`src/rtl/edge_event_detect.sv`:
```
// edge_event_detect
// Multi-channel edge detector. Each channel synchronizes a raw level input
// and detects rising, falling or both edges according to a 2-bit mode.
// Each detected edge produces four things: a single-cycle pulse, a stretched
// pulse, a sticky pending flag that is cleared by ack, and a saturating
// event counter.
module edge_event_detect #(
    parameter int DATA_WIDTH   = 8,
    parameter int SYNC_STAGES  = 2,
    parameter int CNT_BITS     = 16,
    parameter int PULSE_CYCLES = 1
) (
    input  logic                           clk,
    input  logic                           reset,
    input  logic [DATA_WIDTH-1:0]          data_in,
    input  logic [2*DATA_WIDTH-1:0]        mode,
    output logic [DATA_WIDTH-1:0]          data_out,
    output logic [DATA_WIDTH-1:0]          pulse_out,
    output logic [DATA_WIDTH-1:0]          pending,
    input  logic [DATA_WIDTH-1:0]          ack,
    input  logic                           cnt_clr,
    output logic [CNT_BITS*DATA_WIDTH-1:0] event_cnt
);

    // Stretch counter must hold the value PULSE_CYCLES itself.
    localparam int                PW         = $clog2(PULSE_CYCLES + 1);
    localparam logic [PW-1:0]     PULSE_LOAD = PW'(PULSE_CYCLES);
    localparam logic [PW-1:0]     PULSE_ZERO = '0;
    localparam logic [PW-1:0]     PULSE_ONE  = PW'(1);
    localparam logic [CNT_BITS-1:0] CNT_MAX  = '1;
    localparam logic [CNT_BITS-1:0] CNT_ZERO = '0;
    localparam logic [CNT_BITS-1:0] CNT_ONE  = CNT_BITS'(1);

    logic [SYNC_STAGES-1:0] sync_q [DATA_WIDTH];
    logic [SYNC_STAGES-1:0] sync_d [DATA_WIDTH];
    logic [PW-1:0]          pcnt_q [DATA_WIDTH];
    logic [PW-1:0]          pcnt_d [DATA_WIDTH];
    logic [CNT_BITS-1:0]    cnt_q  [DATA_WIDTH];
    logic [CNT_BITS-1:0]    cnt_d  [DATA_WIDTH];

    logic [DATA_WIDTH-1:0]  data_out_q;
    logic [DATA_WIDTH-1:0]  pulse_q;
    logic [DATA_WIDTH-1:0]  pulse_d;
    logic [DATA_WIDTH-1:0]  pending_q;
    logic [DATA_WIDTH-1:0]  pending_d;

    logic [DATA_WIDTH-1:0]  rise_s;
    logic [DATA_WIDTH-1:0]  fall_s;
    logic [DATA_WIDTH-1:0]  event_s;

    // Edge terms from the two oldest chain stages, qualified by the live mode.
    always_comb begin
        rise_s  = '0;
        fall_s  = '0;
        event_s = '0;
        for (int i = 0; i < DATA_WIDTH; i++) begin
            rise_s[i]  = sync_q[i][SYNC_STAGES-2] & ~sync_q[i][SYNC_STAGES-1];
            fall_s[i]  = ~sync_q[i][SYNC_STAGES-2] & sync_q[i][SYNC_STAGES-1];
            event_s[i] = (mode[2*i] & rise_s[i]) | (mode[2*i+1] & fall_s[i]);
        end
    end

    // Next-state for sync chain, stretch counter, pending flag and event counter.
    always_comb begin
        pulse_d   = '0;
        pending_d = '0;
        for (int i = 0; i < DATA_WIDTH; i++) begin
            // Chain always shifts, even when the channel is off, so that
            // enabling a channel later never reacts to stale history.
            sync_d[i] = {sync_q[i][SYNC_STAGES-2:0], data_in[i]};

            // A new event reloads the full window, so there is no gap on retrigger.
            if (event_s[i]) begin
                pcnt_d[i] = PULSE_LOAD;
            end else if (pcnt_q[i] != PULSE_ZERO) begin
                pcnt_d[i] = pcnt_q[i] - PULSE_ONE;
            end else begin
                pcnt_d[i] = PULSE_ZERO;
            end
            pulse_d[i] = (pcnt_d[i] != PULSE_ZERO);

            // Set has priority over ack.
            pending_d[i] = event_s[i] | (pending_q[i] & ~ack[i]);

            // A clear coincident with an event keeps that event as count 1.
            if (event_s[i]) begin
                if (cnt_clr) begin
                    cnt_d[i] = CNT_ONE;
                end else if (cnt_q[i] == CNT_MAX) begin
                    cnt_d[i] = cnt_q[i];
                end else begin
                    cnt_d[i] = cnt_q[i] + CNT_ONE;
                end
            end else if (cnt_clr) begin
                cnt_d[i] = CNT_ZERO;
            end else begin
                cnt_d[i] = cnt_q[i];
            end
        end
    end

    // State registers with asynchronous active-high reset.
    always_ff @(posedge clk or posedge reset) begin
        if (reset) begin
            for (int i = 0; i < DATA_WIDTH; i++) begin
                sync_q[i] <= '0;
                pcnt_q[i] <= PULSE_ZERO;
                cnt_q[i]  <= CNT_ZERO;
            end
            data_out_q <= '0;
            pulse_q    <= '0;
            pending_q  <= '0;
        end else begin
            for (int i = 0; i < DATA_WIDTH; i++) begin
                sync_q[i] <= sync_d[i];
                pcnt_q[i] <= pcnt_d[i];
                cnt_q[i]  <= cnt_d[i];
            end
            data_out_q <= event_s;
            pulse_q    <= pulse_d;
            pending_q  <= pending_d;
        end
    end

    // Flatten per-channel counters onto the output bus.
    always_comb begin
        event_cnt = '0;
        for (int i = 0; i < DATA_WIDTH; i++) begin
            event_cnt[CNT_BITS*i +: CNT_BITS] = cnt_q[i];
        end
    end

    assign data_out  = data_out_q;
    assign pulse_out = pulse_q;
    assign pending   = pending_q;

endmodule

```
`config.mk`:
```
export PLATFORM = sky130hd
export DESIGN_NAME = edge_event_detect
export DESIGN_NICKNAME = d
export VERILOG_FILES = /design/src/rtl/edge_event_detect.sv
export SDC_FILE = /design/constraint.sdc
export NUM_CORES = 1
export LEC_CHECK = 0
export ABC_AREA = 1
export CORE_MARGIN = 2
export CORE_UTILIZATION = 48
export CTS_CLUSTER_SIZE = 20
export DETAILED_ROUTE_END_ITERATION = 12
export PLACE_DENSITY = 0.77
export SKIP_LAST_GASP = 1
export SYNTH_ARGS = -nofsm -noshare
export SYNTH_HDL_FRONTEND = slang
export SYNTH_SLANG_ARGS = --single-unit
```
`constraint.sdc`:
```
create_clock -name clk -period 5.25 [get_ports clk]
set_input_delay 0.7875 -clock clk [delete_from_list [all_inputs] [get_ports clk]]
set_output_delay 0.7875 -clock clk [all_outputs]
set_load 0.005 [all_outputs]
```
## After elaboration in Yosys (flattened, before gate mapping)

Index checks and enable logic that the tools add are counted.

| storage, ports and cells | value |
|---|---|
| flip-flop bits (word level) | 176 |
| bits in latches | 0 |
| RAM bits | 0 |
| bits in read-only memories | 0 |
| bits of input ports | 35 |
| output and inout bits | 152 |
| logic and storage cells | 196 |
| memories | 0 |

| operators by class | value |
|---|---|
| add/subtract/negate cells | 16 |
| $mul | 0 |
| div/mod/pow operators | 0 |
| order comparisons | 0 |
| equality and inequality tests | 16 |
| shift operators | 0 |
| mux-type cells | 41 |
| bitwise gates (word level) | 80 |
| reductions and logical operators | 16 |

Operators with widths:

| cell | count |
|---|---|
| $mux 16 | 25 |
| $add 16x1->16 const B | 8 |
| $eq 16x16->1 const B | 8 |
| $and 1x1->1 | 40 |
| $not 1->1 | 24 |
| $mux 1 | 16 |
| $ne 2x2->1 const B | 8 |
| $or 1x1->1 | 16 |
| $reduce_and 2->1 | 8 |
| $reduce_bool 2->1 | 8 |
| $sub 1x1->1 const B | 8 |

## Depth between registers and ports, before layout

| depth | value |
|---|---|
| word-level depth | 6 |
| depth in mapped cells | 10 |
| mapped depth without buffers | 10 |

## Worst setup path after synthesis

OpenSTA, ideal clock, no wires.

| timing | value |
|---|---|
| path kind | input to register |
| start | in mode[3] |
| end | reg cnt_q (netlist bit event_cnt[23]) |
| library setup time | 0.077 ns |
| arrival | 1.623 ns |
| data required time | 5.173 ns |
| slack | 3.551 ns |
| stages | 7 |
| path buffers | 1 |
| path through | inv_1 > o21ai_0 > nand2_1 > inv_1 > buf_2 > nand4_1 > o21ai_1 |

| between the ends | value |
|---|---|
| word-level cells in the longest chain between the ends | 4 |
| elaborated cells on any way between the ends | 5 |
| those cells by class | mux (1); bitwise (2); reduce/logical (2) |

RTL lines:

| what | RTL line | RTL |
|---|---|---|
| from (decl) | 16 | `input logic [2*DATA_WIDTH-1:0] mode,` |
| $and 1x1->1 * | 59 | `event_s[i] = (mode[2*i] & rise_s[i]) \| (mode[2*i+1] & fall_s[i]);` |
| $or 1x1->1 * | 59 |  |
| net event_s[1] | 49 | `logic [DATA_WIDTH-1:0] event_s;` |
| $reduce_bool 2->1 (no source line) | - |  |
| $reduce_and 2->1 (no source line) | - |  |
| to (signal, indexed assignment) | 117 | `cnt_q[i] <= cnt_d[i];` |
| to (decl) | 38 | `logic [CNT_BITS-1:0] cnt_q [DATA_WIDTH];` |

Mark *: on every way through the listed nets, which the timed path passes. The rest lies on a longest branch.
A chain may end at the register's enable or synchronous reset.

## Worst setup path after layout

| timing | value |
|---|---|
| start | in cnt_clr |
| end | reg cnt_q (netlist bit event_cnt[80]) |

| between the ends | value |
|---|---|
| word-level cells in the longest chain between the ends | 2 |
| elaborated cells on any way between the ends | 5 |
| those cells by class | eq/ne (1); mux (2); reduce/logical (2) |

RTL lines:

| what | RTL line | RTL |
|---|---|---|
| from (decl) | 21 | `input logic cnt_clr,` |
| $ne 2x2->1 (no source line) (tied with other cells) | - |  |
| $reduce_and 2->1 (no source line) / $mux 16 (equally long branches) | - |  |

Parallel ways exist; a longest one is shown, timed or not.

==> impl_results.md <==
* Final setup vio count at 0
* Vias in the first global route at 8592
* Hold_ws at 0.389 ns
* Syn_nets at 1364
* Fmax at 0.369 GHz
* Clk_skew at 0.00912 ns
* Die X at 144 um
* #FFs+latches synth at 160
* Fin nets at 1544
* DRC at 0
* Outcome: finished clean
* Worst-skew pair later-pin latency at 0.43 ns
* Slew HR at 43.2%
* Fin Setup TNS at 0 ns
* Initial core utilization at 48.7%
* Routed WL at 24.6 mm
* Clock Power Share at 44.9%
* Busiest grt layer: met2
* Final hold vios at 0
* CTS H-tree lvls at 4
* CTS root buf: clkbuf_16
* Final critical-path required period at 2.71 ns
* Cell Int Power at 2.14 mW
* TritonCTS buffer count at 17
* Final Util at 62.3%
* Initial antenna violation count at 1
* Mean post-synth cell area at 7.15 um2
* Switch share at 24.2%
* Grt met2 use at 39.6%
* I/O pin count at 187
* Antenna Cells at 0
* GR Overflow Total at 0
* Commonest non-fill, non-tap cells in the layout: nand2_1, clkdlybuf4s50_1, inv_1, dfrtp_1, nor2_1
* CTS resizes at 0
* Die H at 144 um
* Endpoint class of the critical path: register
* Port Buffers at 186
* Max Buffers Root-to-Sink at 2
* Worst path required time at 5.59 ns
* Wire per inst at 13.9 um
* # placed instances at 1747
* Core area at 19400 um2
* Leakage at 5.61 nW
* Synth warnings at 0
* Arr. time, crit path at 3.05 ns
* Layout cells sized above 1 at 7.34%
* Post-synthesis sequential area ratio at 42.4%
* Mapped Area at 9440 um2
* Part of the power in combinational logic at 9.2%
* First-pass GRT wire length at 40.5 mm
* Clock sinks at 160
* Post-Syn Instances at 1321
* Met1 Use GR at 31.7%
* RSZ-0062 raised after global routing: no
* # Post-CTS Setup Buffers at 0
* Crit start category: input pin
* VDD IR-drop max at 0.232 mV
* M3 GR Usage at 5.07%
* DR vias/cell at 5.20
* Min-Delay Path Class: register to register
* Finished Layout Cells at 1777
* Area Overhead vs Synth at 28.0%
* Max cap viols at 0
* Synth cell types at 34
* Worst Tran Pin Value at 0.846 ns
* Std-Cell Rows at 51
* Worst Path Max Fanout at 40
* Worst-path clk slew at 0.06 ns
* Most common cell after layout, fill and taps aside: nand2_1
* Antenna viol nets, final at 0
* DRT iter0 DRCs at 481
* Total GRT Usage at 24.1%
* TritonRoute pass-1 iters at 5
* Final period util at 51.6%
* Die area at 20800 um2
* Hold Buf Count CTS at 0
* Slew Viols, Final at 0
* WS Path Type: input pin to register
* Post-DP HPWL at 17.5 mm
* CTS tree: yes
* NetSw at 0.683 mW
* Vias post-DR at 9244
* Final GP Congestion at 0.913
* Pin count of the biggest net entering global routing at 105
* Power per standard cell area at 233 nW/um2
* Flop pwr share at 45.9%
-- final timing paths --
path | start | to | slack (ns) | cells past startpoint
setup / recovery | cnt_clr | event_cnt[80] | 2.54 | 8
hold / removal | sync_d[15] | sync_q[15] | 0.39 | 0
setup reg to reg | event_cnt[48] | event_cnt[50] | 3.19 | 9
hold reg to reg | sync_d[15] | sync_q[15] | 0.39 | 0
max in group asynchronous | reset | event_cnt[55] | 3.51 | 3
min in group asynchronous | reset | pulse_out[1] | 0.80 | 2
-- worst max-delay path, cell delays in order --
cell	delay [ns]
clkdlybuf4s50_1	0.41
buf_4	0.26
inv_2	0.39
buf_4	0.51
nand4_1	0.15
nand2_1	0.30
nand2_1	0.10
o21ai_0	0.10
-- logic make-up (layout without fill, tap and decap cells) --
kind of cell,Yosys count,after routing,synth area share [%]
AO/OA/AOI/OAI,125,125,7.49
XOR/XNOR,27,27,2.50
adder cells (fa/ha/maj),8,8,1.06
buffers and inverters,207,398,9.10
flip-flops,160,160,42.4
AND/OR/NAND/NOR,794,794,37.5
-- power groups by stage --
stage	sequential [mW]	clock (mW)	combinational, mW
2_1_floorplan	1.31	0	0.139
3_3_place_gp	1.32	0	0.257
3_5_place_dp	1.32	0	0.261
4_1_cts	1.29	1.30	0.263
5_1_grt	1.30	1.35	0.289
6_report	1.29	1.27	0.259
-- cells in the mapped netlist --
master     number  area [um2]
nor3_1         12        60.1
o21ai_1        50         250
buf_4          10        75.1
a21oi_1         2        10.0
nor2_1        110         413
nand2_4         3        33.8
inv_1         170         638
nor2_4          7        78.8
buf_2          16        80.1
o21ai_4         2        32.5
dfrtp_1       160        4000
o21bai_1        1        7.51
nor2_2         13        81.3
xor2_1         21         184
o2111ai_1       1        8.76
nand3_2         2        20.0
nand3b_1        7        52.6
ha_1            8         100
nand3_1       109         546
clkinv_1        1        3.75
o211ai_1        3        22.5
inv_4           1        6.26
inv_2           6        22.5
xnor2_1         6        52.6
buf_6           3        33.8
a31o_2          2        17.5
nand4_1        70         438
o21ai_0        55         275
or2_2          11        68.8
nand2_2        20         125
nor3_2          1        10.0
nand2_1       429        1610
o21ai_2         8        70.1
a31oi_2         1        12.5
-- stage by stage --
step	instance area [um2]	total power, mW	worst slack, ns
floorplan	9440	1.45	0.143
global placement	11500	1.57	2.20
detailed placement	11500	1.58	2.15
CTS	12100	2.86	2.56
global route	12100	2.94	2.35
finish	12100	2.82	2.54
-- metal layers --
metal | share of wire, % | vias to the layer above | routed length, um
met1 | 44 | 4307 | 10900
li1 | - | 4595 | -
met5 | 0 | - | 0
met2 | 47 | 294 | 11500
met4 | 2.4 | 0 | 603
met3 | 6.5 | 48 | 1600
-- flip-flops by register name (all words and copies together), names as in the netlist --
register and count:
sync_d 8, sync_q 8, pulse_out 7, data_out 1
pending 8, event_cnt 128
-- layout make-up --
| class | instances | area [um2] |
|---|---|---|
| Clock buffer | 20 | 457 |
| Clock inverter | 10 | 138 |
| Fill cell | 1765 | 7310 |
| Inverter | 178 | 676 |
| Multi-Input combinational cell | 954 | 4580 |
| Sequential cell | 160 | 4000 |
| Tap cell | 265 | 332 |
| Timing Repair Buffer | 190 | 1900 |
(Power assumes the default switching activity.)
